`src/rtl/uart_mem_dump_pkg.sv`:
```
// Shared encodings and defaults for the UART memory dump block and its byte transmitter.
package uart_mem_dump_pkg;

    localparam int UART_CLKS_PER_BIT = 87;
    localparam int UART_ADR_W        = 15;
    localparam int UART_DUMP_ST_LEN  = 3;

    typedef enum logic [UART_DUMP_ST_LEN-1:0] {
        ST_IDLE  = 3'd0,
        ST_READ  = 3'd1,
        ST_WAIT  = 3'd2,
        ST_START = 3'd3,
        ST_DATA  = 3'd4,
        ST_STOP  = 3'd5,
        ST_DONE  = 3'd6
    } dump_state_e;

    typedef enum logic [1:0] {
        TX_IDLE  = 2'd0,
        TX_START = 2'd1,
        TX_DATA  = 2'd2,
        TX_STOP  = 2'd3
    } tx_phase_e;

endpackage

```
`src/rtl/uart_tx_byte.sv`:
```
// 8N1 serializer: a byte accepted on valid is framed start/data(LSB first)/stop on a registered tx.
// A new byte offered in the last stop-bit cycle starts its start bit with no idle gap.
module uart_tx_byte
    import uart_mem_dump_pkg::*;
#(
    parameter int CLKS_PER_BIT = UART_CLKS_PER_BIT
) (
    input  logic       clk,
    input  logic       rst_n,
    input  logic       valid,
    input  logic [7:0] data,
    output logic       ready,
    output logic       bit_end,
    output logic       last_data,
    output logic       tx
);

    localparam int TMR_W = (CLKS_PER_BIT > 1) ? $clog2(CLKS_PER_BIT) : 1;
    localparam logic [TMR_W-1:0] TMR_MAX = TMR_W'(CLKS_PER_BIT - 1);

    tx_phase_e        phase_q;
    tx_phase_e        phase_d;
    logic [TMR_W-1:0] tmr_q;
    logic [2:0]       bit_q;
    logic [7:0]       shift_q;
    logic             tx_q;
    logic             load;

    always_ff @(posedge clk or negedge rst_n) begin
        if (!rst_n) begin
            phase_q <= TX_IDLE;
        end else begin
            phase_q <= phase_d;
        end
    end

    always_comb begin
        phase_d = phase_q;
        case (phase_q)
            TX_IDLE:  if (valid) phase_d = TX_START;
            TX_START: if (bit_end) phase_d = TX_DATA;
            TX_DATA:  if (bit_end && last_data) phase_d = TX_STOP;
            TX_STOP:  if (bit_end) phase_d = valid ? TX_START : TX_IDLE;
            default:  phase_d = TX_IDLE;
        endcase
    end

    always_comb begin
        bit_end   = (phase_q != TX_IDLE) && (tmr_q == TMR_MAX);
        last_data = (phase_q == TX_DATA) && (bit_q == 3'd7);
        ready     = (phase_q == TX_STOP) && bit_end;
        load      = valid && ((phase_q == TX_IDLE) || ready);
    end

    // tx is updated on the edge that enters each bit, so the line never glitches
    always_ff @(posedge clk or negedge rst_n) begin
        if (!rst_n) begin
            tmr_q   <= '0;
            bit_q   <= '0;
            shift_q <= '0;
            tx_q    <= 1'b1;
        end else if (load) begin
            tmr_q   <= '0;
            bit_q   <= '0;
            shift_q <= data;
            tx_q    <= 1'b0;
        end else if (phase_q != TX_IDLE) begin
            if (bit_end) begin
                tmr_q <= '0;
                case (phase_q)
                    TX_START: tx_q <= shift_q[0];
                    TX_DATA: begin
                        if (last_data) begin
                            tx_q <= 1'b1;
                        end else begin
                            bit_q   <= bit_q + 3'd1;
                            shift_q <= shift_q >> 1;
                            tx_q    <= shift_q[1];
                        end
                    end
                    default: tx_q <= 1'b1;
                endcase
            end else begin
                tmr_q <= tmr_q + 1'b1;
            end
        end
    end

    assign tx = tx_q;

endmodule

```
`src/rtl/uart_mem_dump.sv`:
```
// Reads a range of memory words on a start pulse and streams them out little-endian over UART 8N1.
// Address bit 14 picks dmem vs imem; that decode lives on the memory side, shared with the programmer.
module uart_mem_dump
    import uart_mem_dump_pkg::*;
#(
    parameter int CLKS_PER_BIT = UART_CLKS_PER_BIT,
    parameter int ADR_W        = UART_ADR_W
) (
    input  logic             clk,
    input  logic             rst_n,
    input  logic             start_i,
    input  logic [ADR_W-1:0] start_adr_i,
    input  logic [ADR_W-1:0] word_cnt_i,
    output logic             mem_ren_o,
    output logic [ADR_W-1:0] mem_adr_o,
    input  logic [31:0]      mem_dat_i,
    output logic             tx_o,
    output logic             busy_o,
    output logic             done_o
);

    dump_state_e      state_q;
    dump_state_e      state_d;
    logic [ADR_W-1:0] adr_q;
    logic [ADR_W-1:0] cnt_q;
    logic [31:0]      word_q;
    logic [1:0]       byte_q;

    logic             tx_valid;
    logic [7:0]       tx_data;
    logic             tx_ready;
    logic             tx_bit_end;
    logic             tx_last_data;
    logic             last_byte;

    assign last_byte = (byte_q == 2'd3);

    always_ff @(posedge clk or negedge rst_n) begin
        if (!rst_n) begin
            state_q <= ST_IDLE;
        end else begin
            state_q <= state_d;
        end
    end

    // START/DATA/STOP track the serializer's own phases, advanced by its bit-end strobes
    always_comb begin
        state_d = state_q;
        case (state_q)
            ST_IDLE: begin
                if (start_i) state_d = (word_cnt_i == '0) ? ST_DONE : ST_READ;
            end
            ST_READ:  state_d = ST_WAIT;
            ST_WAIT:  state_d = ST_START;
            ST_START: if (tx_bit_end) state_d = ST_DATA;
            ST_DATA:  if (tx_bit_end && tx_last_data) state_d = ST_STOP;
            ST_STOP: begin
                if (tx_ready) begin
                    if (!last_byte)                      state_d = ST_START;
                    else if (cnt_q == ADR_W'(1))         state_d = ST_DONE;
                    else                                 state_d = ST_READ;
                end
            end
            ST_DONE:  state_d = ST_IDLE;
            default:  state_d = ST_IDLE;
        endcase
    end

    always_comb begin
        mem_ren_o = (state_q == ST_READ);
        mem_adr_o = adr_q;
        done_o    = (state_q == ST_DONE);
        busy_o    = (state_q != ST_IDLE) && (state_q != ST_DONE);
        tx_valid  = (state_q == ST_WAIT) ||
                    ((state_q == ST_STOP) && tx_ready && !last_byte);
        tx_data   = (state_q == ST_WAIT) ? mem_dat_i[7:0] : word_q[15:8];
    end

    // word_q shifts down one byte per frame so the next byte is always at [15:8]
    always_ff @(posedge clk or negedge rst_n) begin
        if (!rst_n) begin
            adr_q  <= '0;
            cnt_q  <= '0;
            word_q <= '0;
            byte_q <= '0;
        end else begin
            case (state_q)
                ST_IDLE: begin
                    if (start_i) begin
                        adr_q <= start_adr_i;
                        cnt_q <= word_cnt_i;
                    end
                end
                ST_WAIT: begin
                    word_q <= mem_dat_i;
                    byte_q <= '0;
                end
                ST_STOP: begin
                    if (tx_ready) begin
                        if (last_byte) begin
                            adr_q <= adr_q + 1'b1;
                            cnt_q <= cnt_q - 1'b1;
                        end else begin
                            byte_q <= byte_q + 2'd1;
                            word_q <= word_q >> 8;
                        end
                    end
                end
                default: ;
            endcase
        end
    end

    uart_tx_byte #(
        .CLKS_PER_BIT (CLKS_PER_BIT)
    ) u_tx (
        .clk       (clk),
        .rst_n     (rst_n),
        .valid     (tx_valid),
        .data      (tx_data),
        .ready     (tx_ready),
        .bit_end   (tx_bit_end),
        .last_data (tx_last_data),
        .tx        (tx_o)
    );

endmodule

```
`config.mk`:
```
export PLATFORM = sky130hd
export DESIGN_NAME = uart_mem_dump
export DESIGN_NICKNAME = d
export VERILOG_FILES = /design/src/rtl/uart_mem_dump_pkg.sv /design/src/rtl/uart_tx_byte.sv /design/src/rtl/uart_mem_dump.sv
export SDC_FILE = /design/constraint.sdc
export NUM_CORES = 1
export LEC_CHECK = 0
export CAP_MARGIN = 10
export CORE_AREA = 3 3 96 98
export DETAILED_ROUTE_END_ITERATION = 6
export DIE_AREA = 0 0 99 101
export GPL_TIMING_DRIVEN = 0
export PLACE_DENSITY_LB_ADDON = 0.12
export SLEW_MARGIN = 10
export SYNTH_ARGS = -nofsm -noshare
export SYNTH_HDL_FRONTEND = slang
export SYNTH_SLANG_ARGS = --single-unit
```
`constraint.sdc`:
```
create_clock -name clk -period 6.6 [get_ports clk]
set_input_delay 1.32 -clock clk [delete_from_list [all_inputs] [get_ports clk]]
set_output_delay 1.32 -clock clk [all_outputs]
set_load 0.1 [all_outputs]
```
-- Word level (Yosys, flattened, before mapping)
Cells that the tools add are included.
- register bits after elaboration: 88
- input bits: 65
- word-level logic and storage cells: 114
- $add $sub $neg: 5
- equality and inequality tests: 25
- muxes and demuxes: 47
- reductions and logical operators: 27
- operators by type and width (kind ; number):
    15-bit 2-to-1 mux ; 6
    32-bit 2-to-1 mux ; 2
    32-bit one-hot mux with 2 select lines ; 1
    15-bit one-hot mux with 2 select lines ; 2
    8-bit 2-to-1 mux ; 6
    3-bit 2-to-1 mux ; 12
    7-bit 2-to-1 mux ; 3
    3-bit one-hot mux with 6 select lines ; 1
    4-bit AND reduction ; 4
    15-bit by 1-bit adder with 15-bit output, second input constant ; 1
    15-bit by 1-bit equality test with 1-bit output, second input constant ; 1
    15-bit logical NOT ; 1
    15-bit by 1-bit subtractor with 15-bit output, second input constant ; 1
    2-bit != test, second input constant ; 7
    3-bit equality test, second input constant ; 4
    2-bit 2-to-1 mux ; 6
    2-bit nonzero test ; 6
    1-bit logical AND ; 8
    2-bit by 1-bit != test with 1-bit output, second input constant ; 4
    2-bit one-hot mux with 4 select lines ; 1
    7-bit by 1-bit adder with 7-bit output, second input constant ; 1
    7-bit equality test, second input constant ; 1
    2-bit equality test, second input constant ; 3
    3-bit by 2-bit equality test with 1-bit output, second input constant ; 2
    15 further kinds ; 20

-- Depth between registers and ports, before layout
- depth in word-level cells: 9
- gate-level depth with buffers: 9
- depth with buffers taken out: 7

-- Modules after synthesis
Synthesis repeated with hierarchy kept, for this count alone.
- cells, all modules: 506
- area, all modules: 4606.9 µm²
- modules (own cells, without submodules) (module ; times used ; cells an instance ; area an instance (µm²) ; sequential area each (µm²)):
    uart_mem_dump ; 1 ; 402 ; 3455.8 ; 1476.4
    uart_tx_byte ; 1 ; 104 ; 1151.1 ; 526.8

-- Least setup slack after synthesis
OpenSTA, ideal clock, no wires.
- kind: reg2out
- start point: register state_q[2]
- end point: output port done_o
- arrival time: 2.953 ns
- data required time: 5.280 ns
- slack: 2.327 ns
- cell stages (with the launch flop): 4
- cell sequence: dfrtp_1 buf_2 clkbuf_1 nor3b_1
- word-level cells in the longest chain between the ends: 1
- RTL lines (what ; line ; text):
    start, declared ; uart_mem_dump.sv:22 ; dump_state_e state_q;
    start signal, assigned ; uart_mem_dump.sv:42 ; state_q <= state_d;
    3-bit equality test ; uart_mem_dump.sv:72 ; done_o = (state_q == ST_DONE);
    end, declared ; uart_mem_dump.sv:19 ; output logic done_o
No other way between the ends.

-- Final worst setup path
- start point: register state_q[2]
- end point: output port busy_o
- word-level cells in the longest chain between the ends: 2
- elaborated cells on any way between the ends: 3
- RTL lines (what ; line ; text):
    3-bit != test / 3-bit nonzero test (equally long branches) ; uart_mem_dump.sv:73 ; busy_o = (state_q != ST_IDLE) && (state_q != ST_DONE);
    1-bit logical AND * ; uart_mem_dump.sv:73 ;
    end, declared ; uart_mem_dump.sv:18 ; output logic busy_o,
Every way passes the cells marked *; elsewhere a longest branch is shown, timed or not.

==> results.toml <==
[routing]
ant_nets = 0
drt_iter0_drc = 313
avgViaCountPerCell = 6.12
drt_first_pass_iters = 5
via_count = 4266
wl_per_cell_um = 17.8
route.detailed.drc = 0
drt_wl_total_mm = 12.4

[global_routing]
grt_overflow_total = 0
grt_max_degree = 53
grt_antenna_before_repair = 0
grt_pass1_vias = 4305
grt_pass1_wl_mm = 20.7
grt_util_all_layers_pct = 25.6

[power]
vdd_drop_max_uv = 202
power.density_mw_per_mm2 = 502
p_leak_nw = 2.46
fin_total_pwr_mw = 2.91

[worst_setup_path]
cp.arrival_ns = 2.73
reg2reg_slack_ns = 4.01
path_cells = "buf_2 -> clkbuf_1 -> nand2_1 -> nand3b_1 -> clkdlybuf4s50_1"
ff2ff_path_depth = 8
endpoint_kind = "output port"
critPathRequiredTime_ns = 5.28
path_delay_family = "buffers and inverters"
critical_path_class = "reg -> out"
path_buf_inv = 3
cp-start-kind = "register"
critPathMaxFanout = 10
cp_slowest_stage_delay_ns = 1.15
slowest_stage = "clkdlybuf4s50_1"
r2r-end = "word_q[11]$_DFFE_PN0P_"
r2r_start = "u_tx.phase_q[0]$_DFFE_PN0P_"

[layout]
seq_area_mm2 = 0.00200
syn_to_final_growth_pct = 26.8
antenna_cells = 0
layout.nets = 662
multi_input_area_mm2 = 0.00238
fillCellCount = 698
drive_gt1_share_pct = 8.49

[clock_tree]
cts_hold_buf = 0
root_buffer = "clkbuf_8"
worstSkewPairLatency_ns = 0.36
clock-sinks = 80
cts_made_buffers = 9
clk_pin_slew_ns = 0.09
cts_tree = "done"
cts_resized = 0
postCtsSetupRepairBufs = 0
clockBufferDepth = 2
cts_max_level = 3

[job]
cap_violations = 0

[floorplan]
start_util_pct = 53.4
placementRows = 34
dieWidth_um = 99
ios = 84
fp.dieH_um = 101
die_area_mm2 = 0.0100
core-area_mm2 = 0.00855

[synth]
synth_seq_cells = 80
synth_common_cells = "dfrtp_1, nand2_1, a21oi_1, o21ai_0, nor2_1"
syn-instance-count = 489
synth-async-reset-ratio_pct = 100
synth-seq-area-share_pct = 43.9
synth_top_area_share_pct = 43.3
yosysMostFrequentCell = "dfrtp_1"
synth.net_count = 567
ys.flop_type = "dfrtp_1"
yosys.area.top_type = "dfrtp_1"
yosys_warnings = 0
syn_area_mm2 = 0.00457
synth_area_leaders = "dfrtp_1, nand2_1, a21oi_1"
synth_edf_count = 0
synth_cell_types = 69
avgSynthCellArea_um2 = 9.34

[sta]
skew_ns = 0.0121
rsz0062_at_grt = "false"
tns_ns = 0
relSlewSlack_pct = 30.6
max_freq_mhz = 247
setup_ws_ns = 2.55
timing.final.crit_share_pct = 61.3
setup_violations = 0
tightestPinTransition_ns = 1.04
maxSlewViolCount = 0
finalCriticalPeriod_ns = 4.05
hold_viol_final = 0

[min_path]
min_to = "word_q[21]$_DFFE_PN0P_"
holdCritPathClass = "reg -> reg"
holdPathStages = 2
hp-start = "word_q[21]$_DFFE_PN0P_"

[outcome]
status = "complete, no violations"

[placement]
portBuffers = 83
place.gp.congestion = 0.892
pre_cts_slack_ns = 3.00
place_hpwl_mm = 8.94
cells in the final DEF (no fill, tap or decap), drive strengths merged, types with 13 or more instances in the layout:
cell	Yosys	layout
nand2	71	71
buf	18	20
nor2	29	29
clkdlybuf4s50	0	82
o21ai	48	48
clkbuf	11	23
mux2i	19	19
ha	13	13
nand3	15	15
a21oi	43	43
dfrtp	79	79
worst min-delay path, delay by kind of cell (launching register included):
kind | cells | cell delay [ns]
flip-flops | 1 | 0.35
AO/OA/AOI/OAI | 1 | 0.06
AND/OR/NAND/NOR | 1 | 0.05
where the power goes:
part	switching (mW)	total [mW]	internal [mW]	leakage [nW]
Clock	0.185	0.420	0.235	0.113
Sequential	0.213	0.937	0.724	0.959
Combinational	1.02	1.55	0.526	1.39
Total	1.42	2.91	1.49	2.46
metal layers:
layer	up-vias	wire length, µm	global-route usage [%]	part of all wire, %
li1	2010	-	-	-
met1	2079	5480	34.3	44
met2	151	5910	41.7	48
met3	26	780	4.91	6.3
met4	0	204	8.93	1.6
met5	-	0	0	0
worst max-delay path by stage:
stage / depth (start not counted) / start / slack, ns / endpoint
final: 5 / state_q[2]$_DFFE_PN0P_ / 2.55 / busy_o
after global routing: 5 / state_q[2]$_DFFE_PN0P_ / 2.44 / busy_o
after CTS: 5 / state_q[2]$_DFFE_PN0P_ / 2.60 / busy_o
after detailed placement: 5 / state_q[2]$_DFFE_PN0P_ / 3.00 / busy_o
after global placement: 1 / rst_n / 1.35 / cnt_q[7]$_DFFE_PN0P_
after floorplan: 3 / state_q[2]$_DFFE_PN0P_ / 2.33 / done_o
final cells by class:
cell class              instances  share of cell area [%]
repair buffers                 84                    14.8
inverters                       9                   0.583
plain buffers                  29                    2.66
clock inverters                 4                    1.32
well taps                     108                    2.33
clock buffers                  12                    2.68
multi-input cells             371                    41.1
flip-flops and latches         80                    34.6
state kept, by name, summed over array words and instances (netlist names):
register      flops
u_tx.phase_q      2
word_q           24
mem_adr_o        15
state_q           3
u_tx.shift_q      8
u_tx.tmr_q        7
u_tx.bit_q        3
cnt_q            15
byte_q            2
u_tx.tx           1
cells by family after synthesis:
group | after synthesis | share of synthesized area, %
AND/OR/NAND/NOR | 166 | 18.8
adder cells (fa/ha/maj) | 13 | 3.56
AO/OA/AOI/OAI | 167 | 24.4
XOR/XNOR | 5 | 0.959
buffers and inverters | 38 | 4.11
flip-flops | 80 | 43.9
multiplexers | 20 | 4.41
through the flow:
stage	utilization [%]	area, µm²	instances	hold slack, ns
finish	67.7	5790	697	0.486
global route	67.7	5790	697	0.516
CTS	67.7	5790	697	0.490
detailed placement	65.0	5560	681	0.469
global placement	64.7	5530	680	0.460
floorplan	-	4570	489	0.449
No activity file was read; power rests on OpenSTA's default activity.
